**src/rtl/seg7_pkg.sv**
```systemverilog
// Shared definitions for the 7-segment scan controller: segment vector type,
// segment patterns for the BCD digits, the dash shown for non-BCD codes,
// and the scan FSM state encoding.
package seg7_pkg;

    // {a,b,c,d,e,f,g}, active-high
    typedef logic [6:0] seg7_t;

    localparam seg7_t SEG7_0    = 7'b1111110;
    localparam seg7_t SEG7_1    = 7'b0110000;
    localparam seg7_t SEG7_2    = 7'b1101101;
    localparam seg7_t SEG7_3    = 7'b1111001;
    localparam seg7_t SEG7_4    = 7'b0110011;
    localparam seg7_t SEG7_5    = 7'b1011011;
    localparam seg7_t SEG7_6    = 7'b1011111;
    localparam seg7_t SEG7_7    = 7'b1110000;
    localparam seg7_t SEG7_8    = 7'b1111111;
    localparam seg7_t SEG7_9    = 7'b1111011;
    localparam seg7_t SEG7_DASH = 7'b0000001;
    localparam seg7_t SEG7_OFF  = 7'b0000000;

    typedef enum logic {
        ST_IDLE = 1'b0,
        ST_SCAN = 1'b1
    } scan_state_t;

endpackage

```
**src/rtl/seg7_digit_decode.sv**
```systemverilog
// Combinational BCD digit to segment decoder. Codes 10..15 show a dash, so
// the output is always a defined pattern.
module seg7_digit_decode
    import seg7_pkg::*;
(
    input  logic [3:0] digit,
    output seg7_t      seg
);

    // Table lookup with the dash as the fall-through value
    always_comb begin
        seg = SEG7_DASH;
        case (digit)
            4'd0:    seg = SEG7_0;
            4'd1:    seg = SEG7_1;
            4'd2:    seg = SEG7_2;
            4'd3:    seg = SEG7_3;
            4'd4:    seg = SEG7_4;
            4'd5:    seg = SEG7_5;
            4'd6:    seg = SEG7_6;
            4'd7:    seg = SEG7_7;
            4'd8:    seg = SEG7_8;
            4'd9:    seg = SEG7_9;
            default: seg = SEG7_DASH;
        endcase
    end

endmodule

```
**src/rtl/seg7_scan_ctrl.sv**
```systemverilog
// Time-multiplexed scan controller for an N-digit 7-segment display.
// A new value is accepted into a shadow register through a load/ready
// handshake and copied to the displayed register only at a frame boundary
// (or immediately while idle), so a frame never mixes old and new digits.
// Outputs are registered and computed from the next-cycle scan position, so
// they always line up with the current idx/cnt.
// Optional build macro: SEG7_LZ_BLANK_EN enables leading-zero blanking.
module seg7_scan_ctrl
    import seg7_pkg::*;
#(
    parameter int N_DIGITS = 4,
    parameter int DIV      = 1000,
    parameter int GUARD    = 8
) (
    input  logic                  clk,
    input  logic                  rst,
    input  logic                  en,
    input  logic                  load,
    input  logic [4*N_DIGITS-1:0] value,
    output logic                  ld_ready,
    output logic [6:0]            seg,
    output logic [N_DIGITS-1:0]   dig_en
);

    localparam int IDX_W = (N_DIGITS > 1) ? $clog2(N_DIGITS) : 1;
    localparam int CNT_W = (DIV > 1) ? $clog2(DIV) : 1;
    localparam logic [IDX_W-1:0] IDX_LAST  = IDX_W'(N_DIGITS - 1);
    localparam logic [CNT_W-1:0] CNT_LAST  = CNT_W'(DIV - 1);
    localparam logic [CNT_W-1:0] CNT_GUARD = CNT_W'(GUARD);

    scan_state_t               state_reg, state_next;
    logic [IDX_W-1:0]          idx_reg, idx_next;
    logic [CNT_W-1:0]          cnt_reg, cnt_next;
    logic [4*N_DIGITS-1:0]     shadow_reg, shadow_next;
    logic [4*N_DIGITS-1:0]     disp_reg, disp_next;
    logic                      pending_reg, pending_next;
    seg7_t                     seg_reg, seg_next;
    logic [N_DIGITS-1:0]       dig_en_reg, dig_en_next;

    logic                      frame_wrap;
    logic                      accept;
    logic                      commit;
    logic                      lit;
    logic                      lz_blank;
    logic [3:0]                digit_arr [N_DIGITS];
    logic [3:0]                cur_digit;
    seg7_t                     dec_seg;

    // Scan FSM and position counters: IDLE holds idx/cnt at zero, SCAN walks
    // cnt through each slot and steps idx at the end of every slot
    always_comb begin
        state_next = en ? ST_SCAN : ST_IDLE;
        idx_next   = '0;
        cnt_next   = '0;
        frame_wrap = 1'b0;
        if (state_reg == ST_SCAN && en) begin
            if (cnt_reg == CNT_LAST) begin
                cnt_next = '0;
                if (idx_reg == IDX_LAST) begin
                    idx_next   = '0;
                    frame_wrap = 1'b1;
                end else begin
                    idx_next = idx_reg + 1'b1;
                end
            end else begin
                cnt_next = cnt_reg + 1'b1;
                idx_next = idx_reg;
            end
        end
    end

    // Load handshake and commit: a pending value is never accepted and
    // committed on the same edge, so a load coinciding with a frame wrap
    // waits for the following wrap
    always_comb begin
        accept       = load && !pending_reg;
        commit       = pending_reg && ((state_reg == ST_IDLE) || frame_wrap);
        disp_next    = commit ? shadow_reg : disp_reg;
        shadow_next  = accept ? value : shadow_reg;
        pending_next = accept || (pending_reg && !commit);
    end

    // Split the next displayed value into per-digit nibbles for the mux
    generate
        for (genvar gi = 0; gi < N_DIGITS; gi++) begin : g_digits
            assign digit_arr[gi] = disp_next[4*gi +: 4];
        end
    endgenerate

    assign cur_digit = digit_arr[idx_next];

`ifdef SEG7_LZ_BLANK_EN
    // upper_zero[i] is set when digit i and every more-significant digit are 0
    logic [N_DIGITS:0] upper_zero;
    assign upper_zero[N_DIGITS] = 1'b1;
    generate
        for (genvar gi = 0; gi < N_DIGITS; gi++) begin : g_lz
            assign upper_zero[gi] = (digit_arr[gi] == 4'd0) && upper_zero[gi+1];
        end
    endgenerate
    assign lz_blank = (idx_next != '0) && upper_zero[idx_next];
`else
    assign lz_blank = 1'b0;
`endif

    seg7_digit_decode u_decode (
        .digit (cur_digit),
        .seg   (dec_seg)
    );

    // Output pattern for the next cycle: dark while idle or in the guard
    // window at the start of each slot, otherwise the active digit
    always_comb begin
        lit         = (state_next == ST_SCAN) && (cnt_next >= CNT_GUARD);
        seg_next    = SEG7_OFF;
        dig_en_next = '0;
        if (lit) begin
            dig_en_next = N_DIGITS'(1) << idx_next;
            seg_next    = lz_blank ? SEG7_OFF : dec_seg;
        end
    end

    // State, data and output registers with synchronous reset
    always_ff @(posedge clk) begin
        if (rst) begin
            state_reg   <= ST_IDLE;
            idx_reg     <= '0;
            cnt_reg     <= '0;
            shadow_reg  <= '0;
            disp_reg    <= '0;
            pending_reg <= 1'b0;
            seg_reg     <= SEG7_OFF;
            dig_en_reg  <= '0;
        end else begin
            state_reg   <= state_next;
            idx_reg     <= idx_next;
            cnt_reg     <= cnt_next;
            shadow_reg  <= shadow_next;
            disp_reg    <= disp_next;
            pending_reg <= pending_next;
            seg_reg     <= seg_next;
            dig_en_reg  <= dig_en_next;
        end
    end

    assign ld_ready = !pending_reg;
    assign seg      = seg_reg;
    assign dig_en   = dig_en_reg;

endmodule

```
**config.mk**
```make
export PLATFORM = sky130hd
export DESIGN_NAME = seg7_scan_ctrl
export DESIGN_NICKNAME = d
export VERILOG_FILES = /design/src/rtl/seg7_pkg.sv /design/src/rtl/seg7_digit_decode.sv /design/src/rtl/seg7_scan_ctrl.sv
export SDC_FILE = /design/constraint.sdc
export NUM_CORES = 1
export LEC_CHECK = 0
export CELL_PAD_IN_SITES_DETAIL_PLACEMENT = 0
export CELL_PAD_IN_SITES_GLOBAL_PLACEMENT = 2
export CORE_AREA = 3 3 96 98
export DETAILED_ROUTE_END_ITERATION = 7
export DIE_AREA = 0 0 99 101
export GPL_TIMING_DRIVEN = 0
export PLACE_DENSITY_LB_ADDON = 0.1
export SLEW_MARGIN = 25
export SYNTH_ARGS = -nofsm -noshare
export SYNTH_HDL_FRONTEND = slang
export SYNTH_HIERARCHICAL = 1
export SYNTH_SLANG_ARGS = --single-unit
export TNS_END_PERCENT = 5
```
**constraint.sdc**
```tcl
create_clock -name clk -period 3 [get_ports clk]
set_clock_uncertainty 0.05 [all_clocks]
set_input_delay 0.3 -clock clk [delete_from_list [all_inputs] [get_ports clk]]
set_output_delay 0.3 -clock clk [all_outputs]
set_load 0.005 [all_outputs]
```
==> out/metrics.yaml, run 1 <==
status: "finished, final reports clean"
cts.sinks: 57
syn-cell-area_um2: 2510
fin_cells: 433
grt_start_max_net_pins: 11
worst_pin_slew_ns: 0.545
crit_slowest_cell: "or3b_4"
core_area_um2: 8550
p_per_area_nw_per_um2: 503
fin_tns_setup_ns: 0
cts.htree.levels: 3
ir_drop_v: 0.000163
clkTransAtPathRegs_ns: 0.06
critPathLaunchType: "flip-flop"
design_area_um2: 3320
ff_latch_area_um2: 1150
finalCoreUtilization_pct: 38.9
rows: 34
final_nets: 348
cp_max_fo: 10
worst-endpoint-required_ns: 3.23
crit_top_cell: "buf_4"
gr-total-overflow: 0
clk_latency_ns: 0.34
first_global_vias: 1921
placed_area_um2: 2950
ys_ff_latch: 57
synth_top_flop_cell: "dfxtp_1"
drt_wl_total_mm: 5.86
yosysSeqAreaShare_pct: 45.5
placed_cells: 409
drt-initial-drc-count: 50
viasPerCell: 4.60
antenna_found_initial: 0
max_freq_mhz: 347
diodes: 0
hpwlAfterDp_mm: 4.18
rrSetupSlack_ns: 0.12
finalSetupViolCount: 0
async_flop_share_pct: 0
rsz0062_at_grt: "no"
multiInputGateArea_um2: 1360
slew_violations: 0
drive_gt1_share_pct: 16.6
hold_start: "cnt_reg[0]$_SDFF_PP0_"
die_w_um: 99
final.fill_count: 882
grt_usage_pct: 12.4
worst-path-buf-inv: 5
die_h_um: 101
portBuffers: 31
synth_nets: 298
r2r-start: "cnt_reg[4]$_SDFF_PP0_"
wire_per_inst_um: 13.5
p_leak_nw: 1.38
crit_chain: "or3b_4, nor3_4, buf_6, buf_4, a31oi_1, buf_4, buf_4, mux2i_1, mux2_2, buf_6, mux2_4, o22ai_1, and3_1"
root_buffer: "clkbuf_8"
grt_pass1_wl_mm: 9.60
gp_congestion: 0.723
crit_arrival_ns: 3.11
ys_types: 49
max_stage_delay_ns: 0.42
avgSynthCellArea_um2: 9.29
die_area_um2: 10000
crit_family: "simple AND/OR/NAND/NOR gates"
clock_path_buffers: 2
finalPower_mw: 1.67
period_share_pct: 96.1
cts-buffers-inserted: 9
syn2layout_area_growth_pct: 32.5
hold_viol_final: 0
via_count: 1992
first_pass_iters: 4
crit_path_end_kind: "flip-flop"
ant_nets: 0
synth_edf_count: 0
drc: 0
cp-startpoint: "cnt_reg[4]$_SDFF_PP0_"
cts_tree: "yes"
hold_class: "flip-flop to flip-flop"
pin_count: 32
layout_min_cycle_time_ns: 2.88
critPathKind: "flip-flop to flip-flop"
max_cap_viol_count: 0
syn_inst: 270
relSlewSlack_pct: 63.7
ys_warn_count: 6
initial_core_util_pct: 29.3
## synth_stat cells (2+ instances only)
cell type   n  area, um^2
nor2_1     30         113
o21ai_0     2        10.0
nor4_1      2        12.5
clkbuf_1    8        30.0
inv_1       7        26.3
o22ai_1     2        12.5
buf_6       2        22.5
dfxtp_1    57        1140
a31oi_1     3        18.8
and3_1     11        68.8
xor2_1      3        26.3
ha_1        8         100
nor3_1      4        20.0
and2_1      2        12.5
nand3_1     5        25.0
nor2b_1     7        43.8
mux2_2      4        45.0
xnor2_1     2        17.5
a21oi_1    18        90.1
nor3b_1     2        15.0
nand2_1    38         143
mux2i_1    25         250
a21o_1      2        15.0
## path summary, 6_finish.rpt
check / to / cells past startpoint
worst max-delay path: seg[3]$_SDFF_PP0_ / 13
worst min-delay path: cnt_reg[0]$_SDFF_PP0_ / 1
worst min register to register: cnt_reg[0]$_SDFF_PP0_ / 1
worst max register to register: seg[3]$_SDFF_PP0_ / 13
## timing repair
item,4_1_cts,5_1_grt
hold buffers,0,0
gates resized for setup,7,17
pin swaps,2,2
setup buffers,6,3
setup endpoints to repair,7,7
## final cells by class
| class | count | area share (%) |
|---|---|---|
| multi-input combinational | 193 | 41.0 |
| sequential | 57 | 34.5 |
| timing repair buffer | 40 | 11.5 |
| clock buffer | 14 | 5.20 |
| tap | 108 | 4.07 |
| buffer | 12 | 1.92 |
| clock inverter | 2 | 1.05 |
| inverter | 7 | 0.791 |
## layer usage
metal	GRT usage, %	wire length (um)	up-vias
met2	18.5	2630	24
li1	-	-	1026
met3	3.74	215	8
met5	0	0	-
met4	5.67	91	0
met1	16.4	2920	934
## stage by stage
| stage | setup slack (ns) | hold WS [ns] |
|---|---|---|
| detailed placement | -0.360 | 0.403 |
| global placement | -0.329 | 0.401 |
| floorplan | 0.164 | 0.386 |
| CTS | 0.0148 | 0.413 |
| global route | 0.00403 | 0.413 |
| finish | 0.118 | 0.393 |
## where the power goes
| part | switching, mW | internal [mW] |
|---|---|---|
| sequential | 0.0128 | 0.775 |
| clock | 0.300 | 0.451 |
| combinational | 0.0652 | 0.0664 |
| total | 0.378 | 1.29 |
## worst reg2reg max path, stage by stage (launching register included)
cell and delay (ns):
dfxtp_2 0.34, or3b_4 0.42, nor3_4 0.17, buf_6 0.14
buf_4 0.14, a31oi_1 0.08, buf_4 0.18, buf_4 0.15
mux2i_1 0.11, mux2_2 0.30, buf_6 0.15, mux2_4 0.30
o22ai_1 0.13, and3_1 0.16
## cells by family after synthesis
family | Yosys count | share of synthesized area (%)
flops | 57 | 45.5
mux | 30 | 12.4
compound gates | 39 | 11.1
simple gates | 111 | 21.5
xor+xnor | 5 | 1.75
buf+inv | 20 | 3.79
fa+ha+maj | 8 | 3.99
## cells in the final DEF (no fill, tap or decap), types with 6 or more instances in the layout
cell type and n:
dfxtp_1 54, nand2_1 38, clkdlybuf4s50_1 31, nor2_1 30
mux2i_1 18, a21oi_1 18, clkbuf_8 12, and3_1 11
clkbuf_1 10, buf_4 9, nor2b_1 7, ha_1 7
inv_1 6
Note: power is estimated with default switching activity, not from simulation.
==> inputs of run 2 (changes only) <==
--- a/config.mk
+++ b/config.mk
@@ -8,6 +8,7 @@
 export CELL_PAD_IN_SITES_DETAIL_PLACEMENT = 0
 export CELL_PAD_IN_SITES_GLOBAL_PLACEMENT = 2
 export CORE_AREA = 3 3 96 98
+export CTS_CLUSTER_DIAMETER = 150
 export DETAILED_ROUTE_END_ITERATION = 7
 export DIE_AREA = 0 0 99 101
 export GPL_TIMING_DRIVEN = 0
==> results of run 2 <==
The final DEF is identical to that of run 1; final timing and power are the same.
